--- src/rtl/detect_sched_pkg.sv ---
// Shared types and frame geometry for the detection scheduler.
// Pulled in by the scheduler top and its testbench.
package detect_sched_pkg;

  localparam int IMG_WIDTH  = 8;
  localparam int IMG_HEIGHT = 4;
  localparam int N_PIXELS   = IMG_WIDTH * IMG_HEIGHT;
  localparam int W_PIX      = $clog2(N_PIXELS);

  typedef enum logic [2:0] {
    IDLE,
    CLEAR,
    LOAD,
    RUN,
    DONE
  } ctrl_state_t;

  function automatic logic [15:0] sat_inc16(
    input logic [15:0] v
  );
    return (v == 16'hFFFF) ? v : v + 16'd1;
  endfunction

endpackage

--- src/rtl/detect_sched_fifo.sv ---
// Synchronous detection FIFO with an extra pointer bit for full/empty.
// Pop on empty is ignored; a pop frees space for a push in the same cycle.
module det_fifo #(
  parameter int W_DATA = 32,
  parameter int DEPTH  = 16
) (
  input  logic              clk_i,
  input  logic              rst_ni,
  input  logic              clr_i,
  input  logic              push_i,
  input  logic [W_DATA-1:0] wdata_i,
  output logic              full_o,
  input  logic              pop_i,
  output logic [W_DATA-1:0] rdata_o,
  output logic              empty_o
);

  localparam int AW = $clog2(DEPTH);

  logic [AW:0]       wr_q, wr_d;
  logic [AW:0]       rd_q, rd_d;
  logic [W_DATA-1:0] mem_q [DEPTH];
  logic              do_pop;
  logic              do_push;

  assign empty_o = (wr_q == rd_q);
  assign full_o  = (wr_q[AW] != rd_q[AW]) &&
                   (wr_q[AW-1:0] == rd_q[AW-1:0]);
  assign do_pop  = pop_i & ~empty_o;
  assign do_push = push_i & (~full_o | do_pop);
  assign rdata_o = empty_o ? '0 : mem_q[rd_q[AW-1:0]];

  // Pointer next-state: clear wins over any traffic.
  always_comb begin
    wr_d = wr_q;
    rd_d = rd_q;
    if (clr_i) begin
      wr_d = '0;
      rd_d = '0;
    end else begin
      if (do_push) wr_d = wr_q + 1'b1;
      if (do_pop)  rd_d = rd_q + 1'b1;
    end
  end

  // Pointer registers.
  always_ff @(posedge clk_i or negedge rst_ni) begin
    if (!rst_ni) begin
      wr_q <= '0;
      rd_q <= '0;
    end else begin
      wr_q <= wr_d;
      rd_q <= rd_d;
    end
  end

  // Storage array, written on accepted pushes only.
  always_ff @(posedge clk_i) begin
    if (do_push && !clr_i) mem_q[wr_q[AW-1:0]] <= wdata_i;
  end

endmodule

--- src/rtl/detect_sched.sv ---
// Frame scheduler: gates host pixels into the core, collects detections,
// bounds the run with a watchdog and raises a sticky end-of-frame irq.
module detect_sched
  import detect_sched_pkg::*;
#(
  parameter int W_DATA         = 8,
  parameter int W_POS          = 32,
  parameter int FIFO_DEPTH     = 16,
  parameter int TIMEOUT_CYCLES = 2**20
) (
  input  logic              clk,
  input  logic              rst,
  input  logic              start,
  input  logic              irq_ack,
  output logic              busy,
  output logic              done_irq,
  output logic              overflow,
  output logic              timeout,
  output logic [15:0]       det_count,
  input  logic              host_valid,
  output logic              host_ready,
  input  logic              host_eot,
  input  logic [W_DATA-1:0] host_data,
  output logic              core_img_valid,
  input  logic              core_img_ready,
  output logic              core_img_eot,
  output logic [W_DATA-1:0] core_img_data,
  output logic              core_rst,
  input  logic              core_pos_valid,
  output logic              core_pos_ready,
  input  logic              core_pos_eot,
  input  logic [W_POS-1:0]  core_pos,
  output logic              det_valid,
  input  logic              det_ready,
  output logic [W_POS-1:0]  det_data
);

  localparam int W_WD = $clog2(TIMEOUT_CYCLES);
  localparam logic [W_WD-1:0] WD_MAX = W_WD'(TIMEOUT_CYCLES - 1);
  localparam logic [W_PIX-1:0] PIX_LAST = W_PIX'(N_PIXELS - 1);

  ctrl_state_t      state_q, state_d;
  logic             clr_cnt_q, clr_cnt_d;
  logic [W_PIX-1:0] pix_q, pix_d;
  logic [W_WD-1:0]  wd_q, wd_d;
  logic [15:0]      cnt_q, cnt_d;
  logic             ovf_q, ovf_d;
  logic             tmo_q, tmo_d;
  logic             irq_q, irq_d;

  logic in_clear, in_load, in_run;
  logic pix_last, img_hs, pos_hs, det_hs, drop;
  logic fifo_full, fifo_empty;

  assign in_clear = (state_q == CLEAR);
  assign in_load  = (state_q == LOAD);
  assign in_run   = (state_q == RUN);

  assign busy     = in_clear | in_load | in_run;
  assign core_rst = ~(in_load | in_run);
  assign done_irq = irq_q;
  assign overflow = ovf_q;
  assign timeout  = tmo_q;
  assign det_count = cnt_q;

  assign pix_last       = (pix_q == PIX_LAST);
  assign host_ready     = in_load & core_img_ready;
  assign core_img_valid = in_load & host_valid;
  assign core_img_eot   = in_load & (host_eot | pix_last);
  assign core_img_data  = in_load ? host_data : '0;
  assign img_hs         = in_load & host_valid & core_img_ready;

  assign core_pos_ready = in_run;
  assign pos_hs = in_run & core_pos_valid;
  assign det_hs = pos_hs & ~core_pos_eot;
  assign drop   = det_hs & fifo_full & ~det_ready;

  assign det_valid = ~fifo_empty;

  det_fifo #(
    .W_DATA (W_POS),
    .DEPTH  (FIFO_DEPTH)
  ) u_fifo (
    .clk_i   (clk),
    .rst_ni  (rst),
    .clr_i   (in_clear),
    .push_i  (det_hs),
    .wdata_i (core_pos),
    .full_o  (fifo_full),
    .pop_i   (det_ready),
    .rdata_o (det_data),
    .empty_o (fifo_empty)
  );

  // Next-state, counters and sticky flags.
  always_comb begin
    state_d   = state_q;
    clr_cnt_d = clr_cnt_q;
    pix_d     = pix_q;
    wd_d      = wd_q;
    cnt_d     = cnt_q;
    ovf_d     = ovf_q;
    tmo_d     = tmo_q;
    unique case (state_q)
      IDLE, DONE: begin
        if (start) begin
          state_d   = CLEAR;
          clr_cnt_d = 1'b0;
        end
      end
      CLEAR: begin
        cnt_d = '0;
        ovf_d = 1'b0;
        tmo_d = 1'b0;
        pix_d = '0;
        if (clr_cnt_q) state_d = LOAD;
        else clr_cnt_d = 1'b1;
      end
      LOAD: begin
        if (img_hs) begin
          pix_d = pix_q + W_PIX'(1);
          if (host_eot || pix_last) begin
            state_d = RUN;
            wd_d    = '0;
          end
        end
      end
      RUN: begin
        wd_d = wd_q + W_WD'(1);
        if (det_hs) cnt_d = sat_inc16(cnt_q);
        if (drop) ovf_d = 1'b1;
        if (pos_hs && core_pos_eot) begin
          state_d = DONE;
        end else if (wd_q == WD_MAX) begin
          state_d = DONE;
          tmo_d   = 1'b1;
        end
      end
      default: state_d = IDLE;
    endcase
  end

  // Interrupt: set on DONE entry beats a same-cycle ack.
  always_comb begin
    irq_d = irq_q;
    if (state_d == DONE && state_q != DONE) irq_d = 1'b1;
    else if (irq_ack) irq_d = 1'b0;
  end

  // Control state registers.
  always_ff @(posedge clk or negedge rst) begin
    if (!rst) begin
      state_q   <= IDLE;
      clr_cnt_q <= 1'b0;
      pix_q     <= '0;
      wd_q      <= '0;
      cnt_q     <= '0;
      ovf_q     <= 1'b0;
      tmo_q     <= 1'b0;
      irq_q     <= 1'b0;
    end else begin
      state_q   <= state_d;
      clr_cnt_q <= clr_cnt_d;
      pix_q     <= pix_d;
      wd_q      <= wd_d;
      cnt_q     <= cnt_d;
      ovf_q     <= ovf_d;
      tmo_q     <= tmo_d;
      irq_q     <= irq_d;
    end
  end

endmodule
--- config.mk ---
export PLATFORM = sky130hd
export DESIGN_NAME = detect_sched
export DESIGN_NICKNAME = d
export VERILOG_FILES = /design/src/rtl/detect_sched_pkg.sv /design/src/rtl/detect_sched_fifo.sv /design/src/rtl/detect_sched.sv
export SDC_FILE = /design/constraint.sdc
export NUM_CORES = 1
export LEC_CHECK = 0
export CAP_MARGIN = 10
export CORE_ASPECT_RATIO = 0.8
export CORE_UTILIZATION = 46
export CTS_BUF_LIST = sky130_fd_sc_hd__clkbuf_8
export CTS_CLUSTER_SIZE = 28
export DETAILED_ROUTE_END_ITERATION = 12
export DONT_BUFFER_PORTS = 1
export GPL_TIMING_DRIVEN = 0
export PLACE_DENSITY_LB_ADDON = 0.12
export SLEW_MARGIN = 10
export SYNTH_ARGS = -nofsm -noshare
export SYNTH_HDL_FRONTEND = slang
export SYNTH_SLANG_ARGS = --single-unit
--- constraint.sdc ---
create_clock -name clk -period 3.5 [get_ports clk]
set_input_delay 0.7 -clock clk [delete_from_list [all_inputs] [get_ports clk]]
set_output_delay 0.7 -clock clk [all_outputs]
set_load 0.01 [all_outputs]
# Word-level counts from Yosys, hierarchy flattened
# Memory sizes are Yosys's and may differ from the RTL's.
# Cells that the tools add are included.
# word_totals
ff_bits	58
ramBits	512
inputBits	50
out_inout_bits	66
word_cells	109
mem_count	1
# classes
add_sub_neg	5
eq_ne	20
muxes	32
bitwise_logic	20
n_reduce_logical	21
# mem_list
memory	depth	word_bits	read_ports	rd_ports_with_merged_regs	wr	line	source
u_fifo.mem_q	16	32	1	0	1	detect_sched_fifo.sv:22	logic [W_DATA-1:0] mem_q [DEPTH];
# op_table
op	n
$mux W20	2
$pmux W20 S2	1
$mux W16	2
$mux W32	1
$pmux W16 S2	1
$mux W5	5
$add A20 B1 Y20 const B	1
$eq A20 B20 Y1 const B	1
$mux W3	6
$add A16 B1 Y16 const B	1
$eq A16 B16 Y1 const B	1
$add A5 B1 Y5 const B	3
$reduce_bool A2 Y1	7
$pmux W3 S4	1
$and A1 B1 Y1	10
$ne A2 B1 Y1 const B	5
$pmux W5 S2	1
$reduce_and A3 Y1	3
$mux W1	8
$mux W8	1
$eq A3 B2 Y1 const B	2
$eq A3 B3 Y1 const B	2
$ne A2 B2 Y1 const B	3
$pmux W1 S2	3
other kinds (14)	27

# Logic depth before layout (Yosys ltp)
# Gate-level depths: netlist (run 1).
# depth
word_depth	8
depth_mapped	8
ltp_nobuf	7

# Modules after synthesis
# A second synthesis (run 1) with hierarchy kept.
# hier_totals
hier_cells	1172
hier_area_um2	22653.0
# by_module_without_submodules
mod	n_inst	cells_per_inst	area_each_um2	seq_area_each_um2
det_fifo	1	881	19929.1	15625.0
detect_sched	1	291	2723.9	1201.2

# Worst setup path before layout (run 1)
# OpenSTA, ideal clock, no wires.
# synth_timing
path_kind	input -> register
startpoint	input core_pos_valid
endpoint	memory u_fifo.mem_q[3][0], enable pin
setup_ns	0.392
arrival_time_ns	2.564
required_time_ns	3.108
path_slack_ns	0.543
stages	6
n_path_buf	2
path_cell_list	and4b_1 -> nand2b_1 -> clkbuf_1 -> a21oi_1 -> clkbuf_1 -> and3_1
# synth_via
elab_chain_len	6
# synth_lines
element	line	source
from (decl)	detect_sched.sv:29	input logic core_pos_valid,
$and A1 B1 Y1	detect_sched.sv:74	assign pos_hs = in_run & core_pos_valid;
$and A1 B1 Y1	detect_sched.sv:75	assign det_hs = pos_hs & ~core_pos_eot;
$and A1 B1 Y1	detect_sched_fifo.sv:30	assign do_push = push_i & (~full_o | do_pop);
$logic_and A1 B1 Y1	detect_sched_fifo.sv:59	if (do_push && !clr_i) mem_q[wr_q[AW-1:0]] <= wdata_i;
$mux W1	detect_sched_fifo.sv:59	
$mux W1 (implied by the code)	detect_sched_fifo.sv:59	
to (decl)	detect_sched_fifo.sv:22	
# No other way between the ends.

# Final worst setup path (run 1)
# layout_timing
startpoint	register u_fifo.rd_q[3]
endpoint	output det_data[30]
# layout_via
elab_chain_len	2
word_cells_on_any_way	3
cone_classes	1 x eq/ne; 1 x mux; 1 x memory
# layout_lines
element	line	source
from (decl)	detect_sched_fifo.sv:21	logic [AW:0] rd_q, rd_d;
from (signal assigned)	detect_sched_fifo.sv:53	rd_q <= rd_d;
$mem_v2 Z16 W32 or $eq A5 B5 Y1 (tied branches)	--	
$mux W32 (*)	detect_sched_fifo.sv:31	assign rdata_o = empty_o ? '0 : mem_q[rd_q[AW-1:0]];
to (decl)	detect_sched.sv:35	output logic [W_POS-1:0] det_data
# Mark *: on every way between the ends. The rest lies on a longest branch, timed or not.

==> results.cfg, run 1 <==
[cells_and_area]
num_antenna_cells = 0
nFillCells = 3886
regArea_um2 = 16800
final_util = 0.539
nNetsFinal = 1381
multiInputGateArea_um2 = 6250
layout-drive-gt1-share = 0.277
synthToLayoutAreaGrowth_pct = 14.4

[grt]
overflow = 0
grt_util_all_layers = 0.219
grt_pass1_wl_um = 81100
grt_max_degree = 59
antenna_found_initial = 0
grt_pass1_vias = 12200

[pwr]
pwr-share-seq = 0.407
clockPowerShare = 0.251
ir_drop_mv = 0.464
comb_power_share = 0.342
total_power_mw = 19.7
switching_share = 0.341
intPower_mw = 13.0
pwr_density_cell_nw_per_um2 = 748
power.leakage_nw = 8.55
p_switching_mw = 6.71

[floorplan]
start_util = 0.471
rows = 72
die-area_um2 = 50900
die_w_um = 252
core_area_um2 = 48800
dieHeight_um = 202
io_pins = 116

[setup_path]
r2r.worst_path.cells = 7
cp_max_fo = 10
setup.worst_path.start_class = flip-flop
worstPathArrival_ps = 2710
worstPathRequired_ps = 2800
end_kind = output pin
path_class = flip-flop to output pin

[clocking]
clkSlewWorstSetupHoldPaths_ps = 70
clock-sinks = 570
cts_setup_buffers = 0
numCtsBuffers = 89
ctsHtreeMaxLevel = 3
cts-root-buf = clkbuf_8
clock_latency_ps = 680
max-clock-path-buffers = 3
cts_tree = yes

[logic_synthesis]
synth.area.top_cells = edfxtp_1, mux4_2, dfrtp_1, a211oi_1, mux2i_1
seq_area_frac_synth = 0.732
syn_avg_cell_area_um2 = 18.9
ys_warn_count = 0
async_flop_share = 0.102
synthXorXnorAreaFrac = 0.00305
synth-seq-cells = 570
yosys.area.top_type = edfxtp_1
synthDistinctLibCells = 57
synth-main-ff-cell = edfxtp_1
synthCells = 1216
synth.cell_area_um2 = 23000
synth_edf_count = 512
synth_top_family_by_area = multiplexers
synth_fp_nets = 1275
synthMuxAreaShare = 0.145
synth-simple-area-share = 0.0537
synth_most_common_cell = edfxtp_1
netlist_top_cells_count = edfxtp_1, mux4_2, a211oi_1, dfrtp_1, mux2i_1
yosysTopAreaCellShare = 0.669
synth_compound_area_frac = 0.0458
yosys.area_share.adder = 0.00490

[routing]
vias_per_cell = 5.86
antenna_left = 0
drtIter0Drc = 821
vias = 12000
dr.pass1.iters = 5
drcViolationCount = 0
routedWlPerCell_um = 26.4
drt-total-wl_um = 54100

[run]
drv_cap = 0

[timing]
slew_headroom = 0.202
setup_ws_ps = 87.9
tightest_slew_ps = 1200
finalHoldViolCount = 0
slew_viol_final = 0
period_share = 0.975
setup_viol = 0
fin_skew_ps = 27.9
fmax_ghz = 0.293
rsz0062_at_grt = no
min_period_ps = 3410

[placement]
io_buffer_count = 0
gp_congestion = 0.793
pre_cts_ws_ps = -322
dp_hpwl_um = 32800

[run_status]
status = complete, no violations

[hold_path]
min_path_type = input pin to flip-flop
hold_depth = 0
-- worst paths after layout --
check                      slack [ps]              endpoint      startpoint
setup / recovery                   90          det_data[30]  u_fifo.rd_q[3]
hold / removal                    110   u_fifo.mem_q[1][31]    core_pos[31]
setup reg to reg                  260  u_fifo.mem_q[13][21]      state_q[2]
hold reg to reg                   530               wd_q[0]         wd_q[0]
max in group asynchronous        2650               wd_q[5]             rst
min in group asynchronous         540         det_count[13]             rst
-- what timing repair did --
action,CTS,global route
pin swaps,0,1
hold endpoints to repair,58,0
resized for setup,139,21
hold buffers,2,0
gates cloned,0,0
setup endpoints to repair,33,59
-- flip-flops by register name, summed over array words and instances (netlist names) --
name          flops
clr_cnt_q         1
det_count        16
done_irq          1
overflow          1
pix_q             5
state_q           3
timeout           1
u_fifo.mem_q    512
u_fifo.rd_q       5
u_fifo.wr_q       5
wd_q             20
-- layer usage --
layer | part of all wire | wire length (um) | global-route usage | vias up
met5 | 0 | 0 | 0 | -
li1 | - | - | - | 5209
met2 | 0.46 | 25000 | 0.325 | 360
met3 | 0.059 | 3180 | 0.0452 | 84
met1 | 0.46 | 24700 | 0.326 | 6342
met4 | 0.022 | 1210 | 0.0729 | 0
-- logic make-up (layout without fill, tap and decap cells) --
| kind of cell | Yosys count | count (layout) |
|---|---|---|
| flops | 570 | 570 |
| buf+inv | 87 | 252 |
| fa+ha+maj | 9 | 9 |
| xor+xnor | 8 | 8 |
| compound gates | 152 | 152 |
| simple gates | 217 | 217 |
| mux | 173 | 173 |
-- critical path, stage by stage (launching register included) --
cell and delay, ps:
dfrtp_1 310, buf_2 300, buf_4 360, clkbuf_2 480, a211oi_2 180, a211oi_4 400
-- cell usage in the layout, fill, tap and decap left out, types with 14 or more instances in the layout --
cell / instances
clkbuf_8: 95
and3_2: 14
a21oi_1: 28
nor2b_1: 34
buf_12: 14
nand2_1: 42
clkinv_1: 20
o21ai_0: 20
a211oi_2: 43
a211oi_4: 14
clkbuf_1: 20
mux4_2: 128
or4_1: 15
mux2i_1: 41
nand3_1: 16
o31ai_1: 14
inv_1: 44
nor2_1: 21
edfxtp_1: 512
dfrtp_1: 57
-- power by group through the flow --
stage,Sequential (mW),Combinational (mW),Clock (mW)
after detailed placement,8.11,5.83,0
after CTS,8.00,6.67,5.05
final,8.01,6.74,4.94
after global placement,8.11,5.76,0
after global routing,8.05,7.19,5.35
after floorplan,8.05,4.11,0
-- through the flow --
step / hold slack (ps) / instances / instance area, um2 / setup TNS (ps)
after floorplan: 404 / 1216 / 23000 / 0
after global placement: 405 / 1882 / 23800 / -294170
after global routing: 61.5 / 2047 / 26300 / 0
after CTS: 56.1 / 2047 / 26200 / -5.95
final: 108 / 2047 / 26300 / 0
after detailed placement: 405 / 1898 / 24200 / -2180
-- layout make-up --
type / count / area share
plain buffers: 69 / 0.0176
clock buffers: 92 / 0.0481
clock inverters: 58 / 0.00904
inverters: 15 / 0.00214
multi-input cells: 559 / 0.238
flip-flops and latches: 570 / 0.640
well taps: 666 / 0.0317
repair buffers: 18 / 0.0142
Note: power is estimated with default switching activity, not from simulation.
==> run 2, diff against run 1 <==
Settings changed: CTS_CLUSTER_SIZE 28 to 12, PLACE_DENSITY from default to 0.7, PLACE_DENSITY_LB_ADDON 0.12 to default.
==> results.cfg, run 2 (synthesis gave the netlist of run 1 again) <==
[run_status]
status = complete, no violations

[pwr]
power.leakage_nw = 8.55
pwr_density_cell_nw_per_um2 = 744
ir_drop_mv = 0.455

[timing]
fmax_ghz = 0.296
rsz0062_at_grt = no
tightest_slew_ps = 1140
fin_skew_ps = 31.9
setup_viol = 0
period_share = 0.964
finalHoldViolCount = 0
slew_viol_final = 0
min_period_ps = 3370
slew_headroom = 0.235
setup-tns-final_ps = 0

[hold_path]
min_path_type = input pin to flip-flop

[clocking]
ctsHtreeMaxLevel = 3
max-clock-path-buffers = 3
cts-root-buf = clkbuf_8
clkSlewWorstSetupHoldPaths_ps = 70
numCtsBuffers = 88
clock-sinks = 570
cts_tree = yes
clock_latency_ps = 670
cts_setup_buffers = 0

[floorplan]
start_util = 0.471
dieHeight_um = 202
io_pins = 116
core_area_um2 = 48800
die-area_um2 = 50900
rows = 72
die_w_um = 252

[setup_path]
end_kind = output pin
worstPathRequired_ps = 2800
setup.worst_path.start_class = flip-flop
worstPathArrival_ps = 2670
path_class = flip-flop to output pin
cp_max_fo = 10

[routing]
vias_per_cell = 5.85
antenna_left = 0
drt-total-wl_um = 50800
vias = 12000
dr.pass1.iters = 5
routedWlPerCell_um = 24.8
drcViolationCount = 0
drtIter0Drc = 943

[cells_and_area]
layout-drive-gt1-share = 0.274
final_util = 0.539
nFillCells = 3795
layout_common_cells = edfxtp_1, mux4_2, clkbuf_8
final_common_cell = edfxtp_1
largest_register_ffs = 512
synthToLayoutAreaGrowth_pct = 14.5
num_antenna_cells = 0
nNetsFinal = 1379

[grt]
grt_pass1_wl_um = 76900
antenna_found_initial = 0
grt_util_all_layers = 0.205
grt_max_degree = 59
overflow = 0
grt_pass1_vias = 12400

[run]
drv_cap = 0

[placement]
gp_congestion = 0.823
dp_hpwl_um = 31900
io_buffer_count = 0
## run 2: through the flow
stage          hold slack [ps]  setup WS [ps]  cell area [um2]  total power, mW  std cells
2_1_floorplan              404            543            23000             12.2       1216
3_3_place_gp               406           -648            23800             13.7       1882
3_5_place_dp               405           -214            24200             13.8       1898
4_1_cts                   78.4          -25.5            26200             19.6       2052
5_1_grt                   70.4           8.78            26300             20.5       2051
6_report                   128            127            26300             19.6       2051
## run 2: final timing paths
| path | from | slack [ps] | cells after the start | endpoint |
|---|---|---|---|---|
| max in group asynchronous | rst | 2620 | 2 | u_fifo.rd_q[1] |
| worst max-delay path | u_fifo.rd_q[0] | 130 | 6 | det_data[19] |
| worst max register to register | u_fifo.wr_q[4] | 230 | 6 | u_fifo.mem_q[7][4] |
| worst min register to register | pix_q[4] | 520 | 2 | pix_q[4] |
| min in group asynchronous | rst | 610 | 2 | det_count[11] |
| worst min-delay path | core_pos[0] | 130 | 0 | u_fifo.mem_q[11][0] |
## run 2: repair_timing
item / CTS / global route
endpoints found under the setup margin: 33 / 32
gates resized for setup: 114 / 27
cloned: 0 / 0
hold buffers: 2 / 0
endpoints found under the hold margin: 58 / 0
pin swaps: 2 / 2
## run 2: critical path: stages (launching register included)
cell	delay, ps
dfrtp_1	350
clkbuf_4	240
buf_8	200
buf_6	210
mux4_2	520
a211oi_1	360
a211oi_2	120
## run 2: cell type report
type                            instances  area [um2]  share of cell area
Buffer                                 68         472              0.0179
Timing Repair Buffer                   18         388              0.0147
Inverter                               15        56.3             0.00214
Sequential cell                       570       16800               0.639
Clock inverter                         67         395              0.0150
Tap cell                              666         833              0.0317
Clock buffer                           88        1210              0.0460
Multi-Input combinational cell        559        6140               0.233
## run 2: power by group
| part | switching, mW | leakage, nW | internal [mW] |
|---|---|---|---|
| sequential | 0.306 | 5.37 | 7.72 |
| clock | 2.51 | 0.894 | 2.64 |
| combinational | 3.67 | 2.28 | 2.74 |
## run 2: per-layer routing
metal  track usage  vias up  wire length, um
met5             0        -                0
met4        0.0574        0              993
met3        0.0699       74             4480
met2         0.309      453            23500
met1         0.286     6253            21800
li1              -     5224                -
